===== src/rtl/cpu_commit_rob.sv =====
// Reorder buffer: dispatch allocates at tail, writeback completes out of order, and one entry retires per cycle in order.
// Commit/flush are registered 1 cycle after head is done; dispatch is dropped while full or during a flush.
module cpu_commit_rob #(
  parameter int DATA  = 32,
  parameter int ADDR  = 32,
  parameter int DEPTH = 8,
  parameter int TAG   = $clog2(DEPTH)
) (
  input  logic            clk,
  input  logic            reset,
  input  logic            dispatch_e_,
  input  logic [1:0]      dispatch_rd_type,
  input  logic [4:0]      dispatch_rd_addr,
  input  logic [ADDR-1:0] dispatch_pc,
  input  logic            dispatch_jump_,
  output logic [TAG-1:0]  dispatch_tag,
  output logic            rob_full,
  output logic            rob_empty,
  input  logic            wb_e_,
  input  logic [TAG-1:0]  wb_tag,
  input  logic [DATA-1:0] wb_data,
  input  logic            wb_exp_,
  output logic            commit_e_,
  output logic            commit_jump_,
  output logic [1:0]      commit_rd_type,
  output logic [4:0]      commit_rd_addr,
  output logic [DATA-1:0] commit_data,
  output logic [ADDR-1:0] commit_pc,
  output logic            flush_,
  output logic [ADDR-1:0] flush_pc
);

  typedef struct packed {
    logic            jump_;
    logic [1:0]      rd_type;
    logic [4:0]      rd_addr;
    logic [ADDR-1:0] pc;
  } hdr_t;

  logic [TAG:0]      r_head, r_tail;
  logic [DEPTH-1:0]  r_vld, r_done, r_exp;
  hdr_t              r_hdr  [DEPTH];
  logic [DATA-1:0]   r_data [DEPTH];

  logic [TAG:0]      w_count;
  logic [TAG-1:0]    w_head_idx, w_tail_idx;
  logic              w_head_rdy, w_retire, w_flush, w_disp, w_wb;
  hdr_t              w_head;

  assign w_count      = r_tail - r_head;
  assign rob_full     = (w_count == (TAG+1)'(DEPTH));
  assign rob_empty    = (w_count == '0);
  assign w_head_idx   = r_head[TAG-1:0];
  assign w_tail_idx   = r_tail[TAG-1:0];
  assign dispatch_tag = w_tail_idx;
  assign w_head       = r_hdr[w_head_idx];

  // Flush takes priority: it squashes any same-cycle dispatch and writeback.
  assign w_head_rdy = r_vld[w_head_idx] & r_done[w_head_idx];
  assign w_retire   = w_head_rdy & ~r_exp[w_head_idx];
  assign w_flush    = w_head_rdy &  r_exp[w_head_idx];
  assign w_disp     = ~dispatch_e_ & ~rob_full & ~w_flush;
  assign w_wb       = ~wb_e_ & r_vld[wb_tag] & ~w_flush;

  always_ff @(posedge clk or posedge reset) begin
    if (reset) begin
      r_head         <= '0;
      r_tail         <= '0;
      r_vld          <= '0;
      r_done         <= '0;
      r_exp          <= '0;
      for (int i = 0; i < DEPTH; i++) begin
        r_hdr[i]  <= '0;
        r_data[i] <= '0;
      end
      commit_e_      <= 1'b1;
      commit_jump_   <= 1'b1;
      commit_rd_type <= '0;
      commit_rd_addr <= '0;
      commit_data    <= '0;
      commit_pc      <= '0;
      flush_         <= 1'b1;
      flush_pc       <= '0;
    end else begin
      commit_e_ <= ~w_retire;
      flush_    <= ~w_flush;
      if (w_retire) begin
        commit_jump_   <= w_head.jump_;
        commit_rd_type <= w_head.rd_type;
        commit_rd_addr <= w_head.rd_addr;
        commit_data    <= r_data[w_head_idx];
        commit_pc      <= w_head.pc;
      end
      if (w_flush) begin
        flush_pc <= w_head.pc;
        r_head   <= '0;
        r_tail   <= '0;
        r_vld    <= '0;
      end else begin
        // Retire slot and dispatch slot never coincide: that needs empty or full.
        if (w_retire) begin
          r_vld[w_head_idx] <= 1'b0;
          r_head            <= r_head + (TAG+1)'(1);
        end
        if (w_disp) begin
          r_vld[w_tail_idx]  <= 1'b1;
          r_done[w_tail_idx] <= 1'b0;
          r_exp[w_tail_idx]  <= 1'b0;
          r_hdr[w_tail_idx]  <= '{jump_: dispatch_jump_, rd_type: dispatch_rd_type,
                                  rd_addr: dispatch_rd_addr, pc: dispatch_pc};
          r_tail             <= r_tail + (TAG+1)'(1);
        end
        if (w_wb) begin
          r_done[wb_tag] <= 1'b1;
          r_data[wb_tag] <= wb_data;
          r_exp[wb_tag]  <= ~wb_exp_;
        end
      end
    end
  end

endmodule

===== config.mk =====
export PLATFORM = sky130hd
export DESIGN_NAME = cpu_commit_rob
export DESIGN_NICKNAME = d
export VERILOG_FILES = /design/src/rtl/cpu_commit_rob.sv
export SDC_FILE = /design/constraint.sdc
export NUM_CORES = 1
export LEC_CHECK = 0
export CAP_MARGIN = 10
export CORE_MARGIN = 5
export CORE_UTILIZATION = 50
export CTS_CLUSTER_DIAMETER = 100
export CTS_CLUSTER_SIZE = 8
export DETAILED_ROUTE_END_ITERATION = 12
export GPL_TIMING_DRIVEN = 0
export PLACE_DENSITY = 0.72
export SYNTH_ARGS = -nofsm -noshare
export SYNTH_HDL_FRONTEND = slang
export SYNTH_SLANG_ARGS = --single-unit

===== constraint.sdc =====
create_clock -name clk -period 34.6 [get_ports clk]
set_clock_uncertainty 0.05 [all_clocks]
set_input_delay 5.19 -clock clk [delete_from_list [all_inputs] [get_ports clk]]
set_output_delay 5.19 -clock clk [all_outputs]
set_load 0.05 [all_outputs]

# After elaboration in Yosys (flattened, before gate mapping)
# Index checks and enable logic that the tools add are counted.
[word_totals]
regBits = 714
latchBits = 0
ramBits = 0
romBits = 0
in_bits = 80
output_inout_bits = 111
elab_cells = 143
mem_count = 0
[op_classes]
n_addsub = 3
n_mul = 0
div_mod_pow = 0
order_cmp = 11
eq_ne = 1
n_shift = 0
mux = 41
n_bitwise = 24
n_reduce_logical = 10
[ops]
columns = ["op", "n"]
rows = [
  ["$bwmux 320", 1],
  ["$bwmux 256", 1],
  ["$bmux 40 s3", 1],
  ["$demux 40 s3", 1],
  ["$mux 40", 3],
  ["$bmux 32 s3", 1],
  ["$demux 32 s3", 1],
  ["$mux 32", 3],
  ["$mux 8", 10],
  ["$and 8x8->8", 3],
  ["$mux 4", 4],
  ["$not 8->8", 2],
  ["$or 8x8->8", 2],
  ["$bmux 1 s3", 4],
  ["$ge 4x4->1 const B", 3],
  ["$lt 3x4->1 const B", 3],
  ["$not 3->4", 3],
  ["$demux 1 s3", 3],
  ["$ge 3x1->1 const B", 3],
  ["$add 4x1->4 const B", 2],
  ["$bwmux 8", 1],
  ["$lt 4x1->1 const B", 2],
  ["$and 1x1->1", 7],
  ["$mux 1", 7],
  ["other kinds (7)", 19],
]

# Depth between registers and ports, before layout
# Gate-level depths: netlist (run 1).
[logic_depth]
word_depth = 11
ltp_mapped = 13
mapped_depth_nobuf = 8

# Least setup slack after synthesis (run 1)
# No wires, ideal clock.
[synth_path]
path_type = "register to output"
startpoint = "reg r_head[2]"
endpoint = "out rob_empty"
arrival_ns = 3.426
required_ns = 29.360
path_slack_ns = 25.934
stages_incl_launch_ff = 10
path_buffers = 4
cell_sequence = "dfrtp_1 > clkbuf_1 > buf_2 > clkbuf_1 > clkbuf_1 > inv_1 > ha_1 > and3b_1 > or3_1 > a21oi_1"
[synth_via]
elab_chain_len = 2
[synth_lines]
columns = ["item", "line", "text"]
rows = [
  ["start, declared", "40", "logic [TAG:0] r_head, r_tail;"],
  ["start signal, assigned", "103", "r_head <= r_head + (TAG+1)'(1);"],
  ["$sub 4x4->4", "50", "assign w_count = r_tail - r_head;"],
  ["$logic_not 4->1", "52", "assign rob_empty = (w_count == '0);"],
  ["end, declared", "18", "output logic rob_empty,"],
]
# No other way between the ends.

# Final worst setup path (run 1)
[layout_path]
startpoint = "reg r_head[2]"
endpoint = "out rob_full"
[layout_via]
elab_chain_len = 2
[layout_lines]
columns = ["item", "line", "text"]
rows = [
  ["$sub 4x4->4", "50", ""],
  ["$eq 4x4->1", "51", "assign rob_full = (w_count == (TAG+1)'(DEPTH));"],
  ["end, declared", "17", "output logic rob_full,"],
]
# No other way between the ends.

==> results_dict.tcl, run 1 <==
set metrics [dict create \
    root_buffer "clkbuf_16" \
    path_cells "clkbuf_1 > buf_2 > clkbuf_1 > clkbuf_1 > inv_1 > ha_1 > and3b_1 > o21ai_0 > nand4_2 > inv_2 > clkdlybuf4s50_1" \
    cts_tree "yes" \
    drc 0 \
    clkSinkCount 714 \
    grt_pass1_vias 20420 \
    synth_fp_nets 2092 \
    critical_path.max_fanout 10 \
    clk_latency_ps 650 \
    hold_class "reg -> reg" \
    num_vias 18390 \
    avgSynthCellArea_um2 15.49 \
    p_switching_mw 1.388 \
    drt-initial-drc-count 1134 \
    cp_num_cells 11 \
    die_area_um2 67250 \
    cp_common_cell "clkbuf_1" \
    r2r_end "r_hdr[39]" \
    max_stage_delay_ps 950 \
    drt_wl_total_mm 75.74 \
    period_needed_ps 11570 \
    post_dp_cell_area_um2 34210 \
    die_w_um 259.3 \
    first_pass_iters 5 \
    clockBufferDepth 3 \
    crit_slowest_cell "clkdlybuf4s50_1" \
    synth-seq-area-share 0.5750 \
    port-buffer-count 189 \
    final_cell_mix "dfrtp_1 (711), mux2_2 (331), mux2_1 (236)" \
    start_util 0.5046 \
    viasPerCell 5.781 \
    core_area_um2 61600 \
    tns_ps 0 \
    synth_async_sr_flop_share 1.000 \
    synth_edf_count 0 \
    required_ps 29360 \
    leakage_nw 15.91 \
    holdWs_ps 422.0 \
    p_seq_frac 0.374 \
    grtUsageMet2 0.3808 \
    ys.flop_type "dfrtp_1" \
    critical_path_buf_inv_count 7 \
    fp.dieH_um 259.3 \
    tightestPinTransition_ps 1221 \
    grt_antenna_before_repair 12 \
    cts_setup_buffers 0 \
    grt-ovfl-total 0 \
    p_int_mw 2.521 \
    grt_first_pass_wirelength_mm 120.6 \
    power_density_nw_per_um2 105.8 \
    ys_ff_latch 714 \
    wire_per_inst_um 23.81 \
    cts_resized 0 \
    crit_path_start "r_head[2]" \
    status "finished clean" \
    post-place-ws_ps 23880 \
    critPathArrivalTime_ps 6330 \
    synthTopCellsByArea "dfrtp_1 (57%), mux2_2 (12%), mux4_2 (11%)" \
    end_kind "output port" \
    setup_ws_ps 23030 \
    setup_viol 0 \
    track_usage 0.2299 \
    switching_share 0.3551 \
    htree_levels 3 \
    reg2reg_slack_ps 28440 \
    fmax_mhz 86.40 \
    utilization 0.6001 \
    ant_nets 0 \
    ys.warnings.count 0 \
    maxCapViolations 0 \
    ir_worst_vdd_v 0.00005467 \
    synth_cell_types 49 \
    fin_area_um2 36960 \
    power_frac_comb 0.404 \
    drive_gt1_frac 0.3003 \
    period_share 0.3345 \
    numCtsBuffers 99 \
    path_delay_family "buffers and inverters" \
    ios 191 \
    grt_use_met3 0.05622 \
    p_clk_frac 0.222 \
    worstSetupPathType "reg -> out" \
    nets 2390 \
    core.rowCount 91 \
    setup.worst_path.end "rob_full" \
    setup.worst_path.start_class "register" \
    slew_viol_final 0 \
    area_growth_pct 18.92 \
    finalHoldViolCount 0 \
    r2r_start "r_head[2]" \
    final_common_cell "dfrtp_1" \
    grt_start_max_net_pins 140 \
    synth_top_area_frac 0.5724 \
    synth_cells 2007 \
    clkTransAtPathRegs_ps 50 \
    grt_use_met1 0.3027 \
    hold_buffers 0 \
    r2r.worst_path.cells 13 \
    globalRoute.busiestLayer "met2" \
    synth_area_um2 31080 \
    max_slew_margin 0.1857 \
    synth_area_leader_cell "dfrtp_1" \
    gp_congestion 0.8851 \
    dp_hpwl_mm 50.96 \
    rsz0062_at_grt "false" \
]
## registers in the layout (all words and copies together), names as in the netlist
signal	cells
flush_	1
r_tail	4
r_data	256
r_head	4
r_done	8
commit_data	32
commit_jump_	1
commit_rd_addr	5
commit_e_	1
r_vld	8
flush_pc	32
r_hdr	320
r_exp	8
commit_pc	32
commit_rd_type	2
## per-stage QoR
stage / total power [mW] / instances
after global placement: 2.982 / 3033
after detailed placement: 3.059 / 3040
after floorplan: 2.554 / 2007
after global routing: 4.130 / 3178
after CTS: 3.944 / 3174
final: 3.909 / 3181
## Yosys cell counts, types with 8 or more instances
cell      number
a21o_1         8
a21oi_1       14
a31o_2         8
buf_1         16
buf_2         46
buf_4         27
clkbuf_1      48
dfrtp_1      711
mux2_1       236
mux2_2       331
mux2_4        10
mux2i_1       73
mux4_2       146
nand2_1      111
nand2b_1       8
nand3_1        9
nor2_1        11
nor3_1        10
o21ai_0      115
## power by group through the flow
stage	sequential (mW)	combinational (mW)	clock (mW)
finish	1.46	1.58	0.870
global route	1.51	1.70	0.924
CTS	1.46	1.60	0.887
detailed placement	1.47	1.59	0
global placement	1.44	1.54	0
floorplan	1.58	0.971	0
## cells by family after synthesis
logic type                 Yosys count  synth area share
muxes                              796            0.3396
AOI/OAI and AO/OA                  160           0.02882
xor gates and xnor gates             2         0.0005637
and+or+nand+nor                    180           0.03015
buffers and inverters              150           0.02391
adders and majority gates            5          0.002013
DFF                                714            0.5750
## layer usage
metal  up-vias  share of wire
met5         -         0.0012
met4        12          0.027
met3       143          0.060
met2       476           0.50
met1      9760           0.42
li1       7997              -
## worst reg2reg max path, stage by stage, from the launching register on
cell and delay, ps:
dfrtp_1 490, clkbuf_1 490, buf_2 490, clkbuf_1 650, clkbuf_1 630, inv_1 260
ha_1 390, and3b_1 220, or3_1 410, nand4_2 360, inv_2 180, nor4_4 550
buf_2 480, mux2_1 390
## how the worst min path moves through the flow
stage | start | end | depth (start not counted)
floorplan | r_done[3] | r_done[3] | 1
global placement | commit_pc[21] | commit_pc[21] | 2
detailed placement | r_done[1] | r_done[1] | 1
CTS | r_done[1] | r_done[1] | 1
global route | commit_pc[26] | commit_pc[26] | 2
finish | commit_pc[21] | commit_pc[21] | 2
## area by class of cell
class	instances	area, um2
flip-flops and latches	714	17870
repair buffers	197	2087
fillers	4609	24630
multi-input cells	1143	12470
diodes	6	15.01
clock buffers	130	2658
well taps	837	1047
inverters	10	46.29
clock inverters	4	67.56
plain buffers	140	704.4
Note: power is estimated with default switching activity, not from simulation.
==> run 2, diff against run 1 <==
--- a/config.mk
+++ b/config.mk
@@ -12,7 +12,7 @@
 export CTS_CLUSTER_SIZE = 8
 export DETAILED_ROUTE_END_ITERATION = 12
 export GPL_TIMING_DRIVEN = 0
-export PLACE_DENSITY = 0.72
+export PLACE_DENSITY = 0.75
 export SYNTH_ARGS = -nofsm -noshare
 export SYNTH_HDL_FRONTEND = slang
 export SYNTH_SLANG_ARGS = --single-unit
==> constraint.sdc (replaced) <==
create_clock -name clk -period 9.8 [get_ports clk]
set_clock_uncertainty 0.05 [all_clocks]
set_input_delay 1.47 -clock clk [delete_from_list [all_inputs] [get_ports clk]]
set_output_delay 1.47 -clock clk [all_outputs]
set_load 0.05 [all_outputs]
==> results_dict.tcl, run 2 (synthesized netlist as in run 1, its figures left out) <==
set metrics [dict create \
    status "finished clean" \
    finalHoldViolCount 0 \
    core.rowCount 91 \
    max_slew_margin 0.1923 \
    clkSinkCount 714 \
    first_pass_iters 5 \
    setup_ws_ps 1926 \
    wire_per_inst_um 23.88 \
    final_common_cell "dfrtp_1" \
    cts_tree "yes" \
    track_usage 0.2286 \
    post-place-ws_ps 2747 \
    maxCapViolations 0 \
    slew_viol_final 0 \
    clk_latency_ps 650 \
    start_util 0.5046 \
    reg.largest.list "r_hdr: 320 flops, r_data: 256 flops" \
    placedCellCount 3051 \
    die_area_um2 67250 \
    hold_buffers 0 \
    grt-ovfl-total 0 \
    tns_ps 0 \
    power_frac_comb 0.404 \
    grt_first_pass_wirelength_mm 120.2 \
    tightestPinTransition_ps 1212 \
    fmax_mhz 127.0 \
    period_needed_ps 7874 \
    p_int_mw 8.911 \
    numCtsBuffers 99 \
    cts_resized 0 \
    period_share 0.8035 \
    drc 0 \
    setup.worst_path.start_class "register" \
    utilization 0.6035 \
    multiInputGateArea_um2 12470 \
    fill_cells 4549 \
    htree_levels 3 \
    dp_hpwl_mm 52.31 \
    drive_gt1_frac 0.3049 \
    p_switching_mw 4.926 \
    cts_setup_buffers 0 \
    rsz0062_at_grt "false" \
    switching_share 0.3560 \
    leakage_nw 16.00 \
    regMostFlops "r_hdr" \
    setup_viol 0 \
    nets 2402 \
    drt_wl_total_mm 76.14 \
    grt_antenna_before_repair 14 \
    root_buffer "clkbuf_16" \
    num_vias 18410 \
    grt_pass1_vias 20370 \
    largest_reg_flops 320 \
    ios 191 \
    p_seq_frac 0.374 \
    fp.dieH_um 259.3 \
    seqCellArea_um2 17870 \
    clockBufferDepth 3 \
    p_clk_frac 0.222 \
    viasPerCell 5.774 \
    core_area_um2 61600 \
    critical_path.max_fanout 10 \
    ant_nets 0 \
    critPathArrivalTime_ps 6350 \
    die_w_um 259.3 \
    required_ps 8280 \
    end_kind "output port" \
    drt-initial-drc-count 1241 \
    hold_class "reg -> reg" \
    fin_cells 3188 \
    final_cell_mix "dfrtp_1 (711), mux2_2 (331), mux2_1 (236)" \
    ir_worst_vdd_v 0.0002234 \
    worstSetupPathType "reg -> out" \
    holdWs_ps 428.8 \
    port-buffer-count 189 \
    power_density_nw_per_um2 372.3 \
    grt_start_max_net_pins 46 \
    clkTransAtPathRegs_ps 50 \
    area_growth_pct 19.60 \
    gp_congestion 0.8803 \
]
[run 2: cell count changes in the layout (fill, tap and decap cells not counted), moves of 2 or more]
| cell | before | now |
|---|---|---|
| buf_12 | 0 | 18 |
| buf_16 | 6 | 0 |
| clkbuf_1 | 76 | 68 |
| clkinv_16 | 1 | 3 |
| diode_2 | 6 | 9 |
[run 2: path summary, 6_finish.rpt]
kind	startpoint	endpoint	slack (ps)	cells past startpoint
setup / recovery	r_head[2]	rob_full	1930	11
hold reg to reg	commit_pc[18]	commit_pc[18]	430	2
max in group asynchronous	reset	r_data[211]	6080	9
setup reg to reg	r_head[2]	r_hdr[0]	3740	13
hold / removal	commit_pc[18]	commit_pc[18]	430	2
min in group asynchronous	reset	r_hdr[278]	1310	2
[run 2: power groups by stage]
stage	Sequential, mW	Combinational [mW]	Clock [mW]
after global placement	5.09	5.43	0
final	5.17	5.59	3.07
after global routing	5.32	6.01	3.25
after floorplan	5.59	3.43	0
after detailed placement	5.19	5.62	0
after CTS	5.16	5.64	3.13
[run 2: stage by stage]
step,cell area [um2],power (mW)
global placement,34020,10.52
floorplan,31080,9.019
finish,37170,13.84
detailed placement,34380,10.81
CTS,37130,13.94
global route,37160,14.58
[run 2: metal layers]
metal	GRT usage	vias to the layer above	part of all wire
met5	0	-	0.00092
met4	0.07192	10	0.023
met3	0.05583	134	0.067
met2	0.3765	515	0.49
met1	0.3034	9727	0.41
li1	-	8020	-
[run 2: final cells by class]
type                    count  share of cell area
well taps                 837             0.02817
diodes                      9           0.0006059
flip-flops and latches    714              0.4808
multi-input cells        1143              0.3354
plain buffers             140             0.01895
clock buffers             121             0.07001
repair buffers            209             0.06119
clock inverters             5            0.003770
inverters                  10            0.001144
[run 2: critical path, stage by stage (launching register included)]
cell and delay (ps):
dfrtp_1 500, clkbuf_1 510, buf_2 490, clkbuf_1 620, clkbuf_1 640, inv_1 230
ha_1 380, and3b_1 200, o21ai_0 310, nand4_2 490, inv_2 360, clkdlybuf4s50_1 960
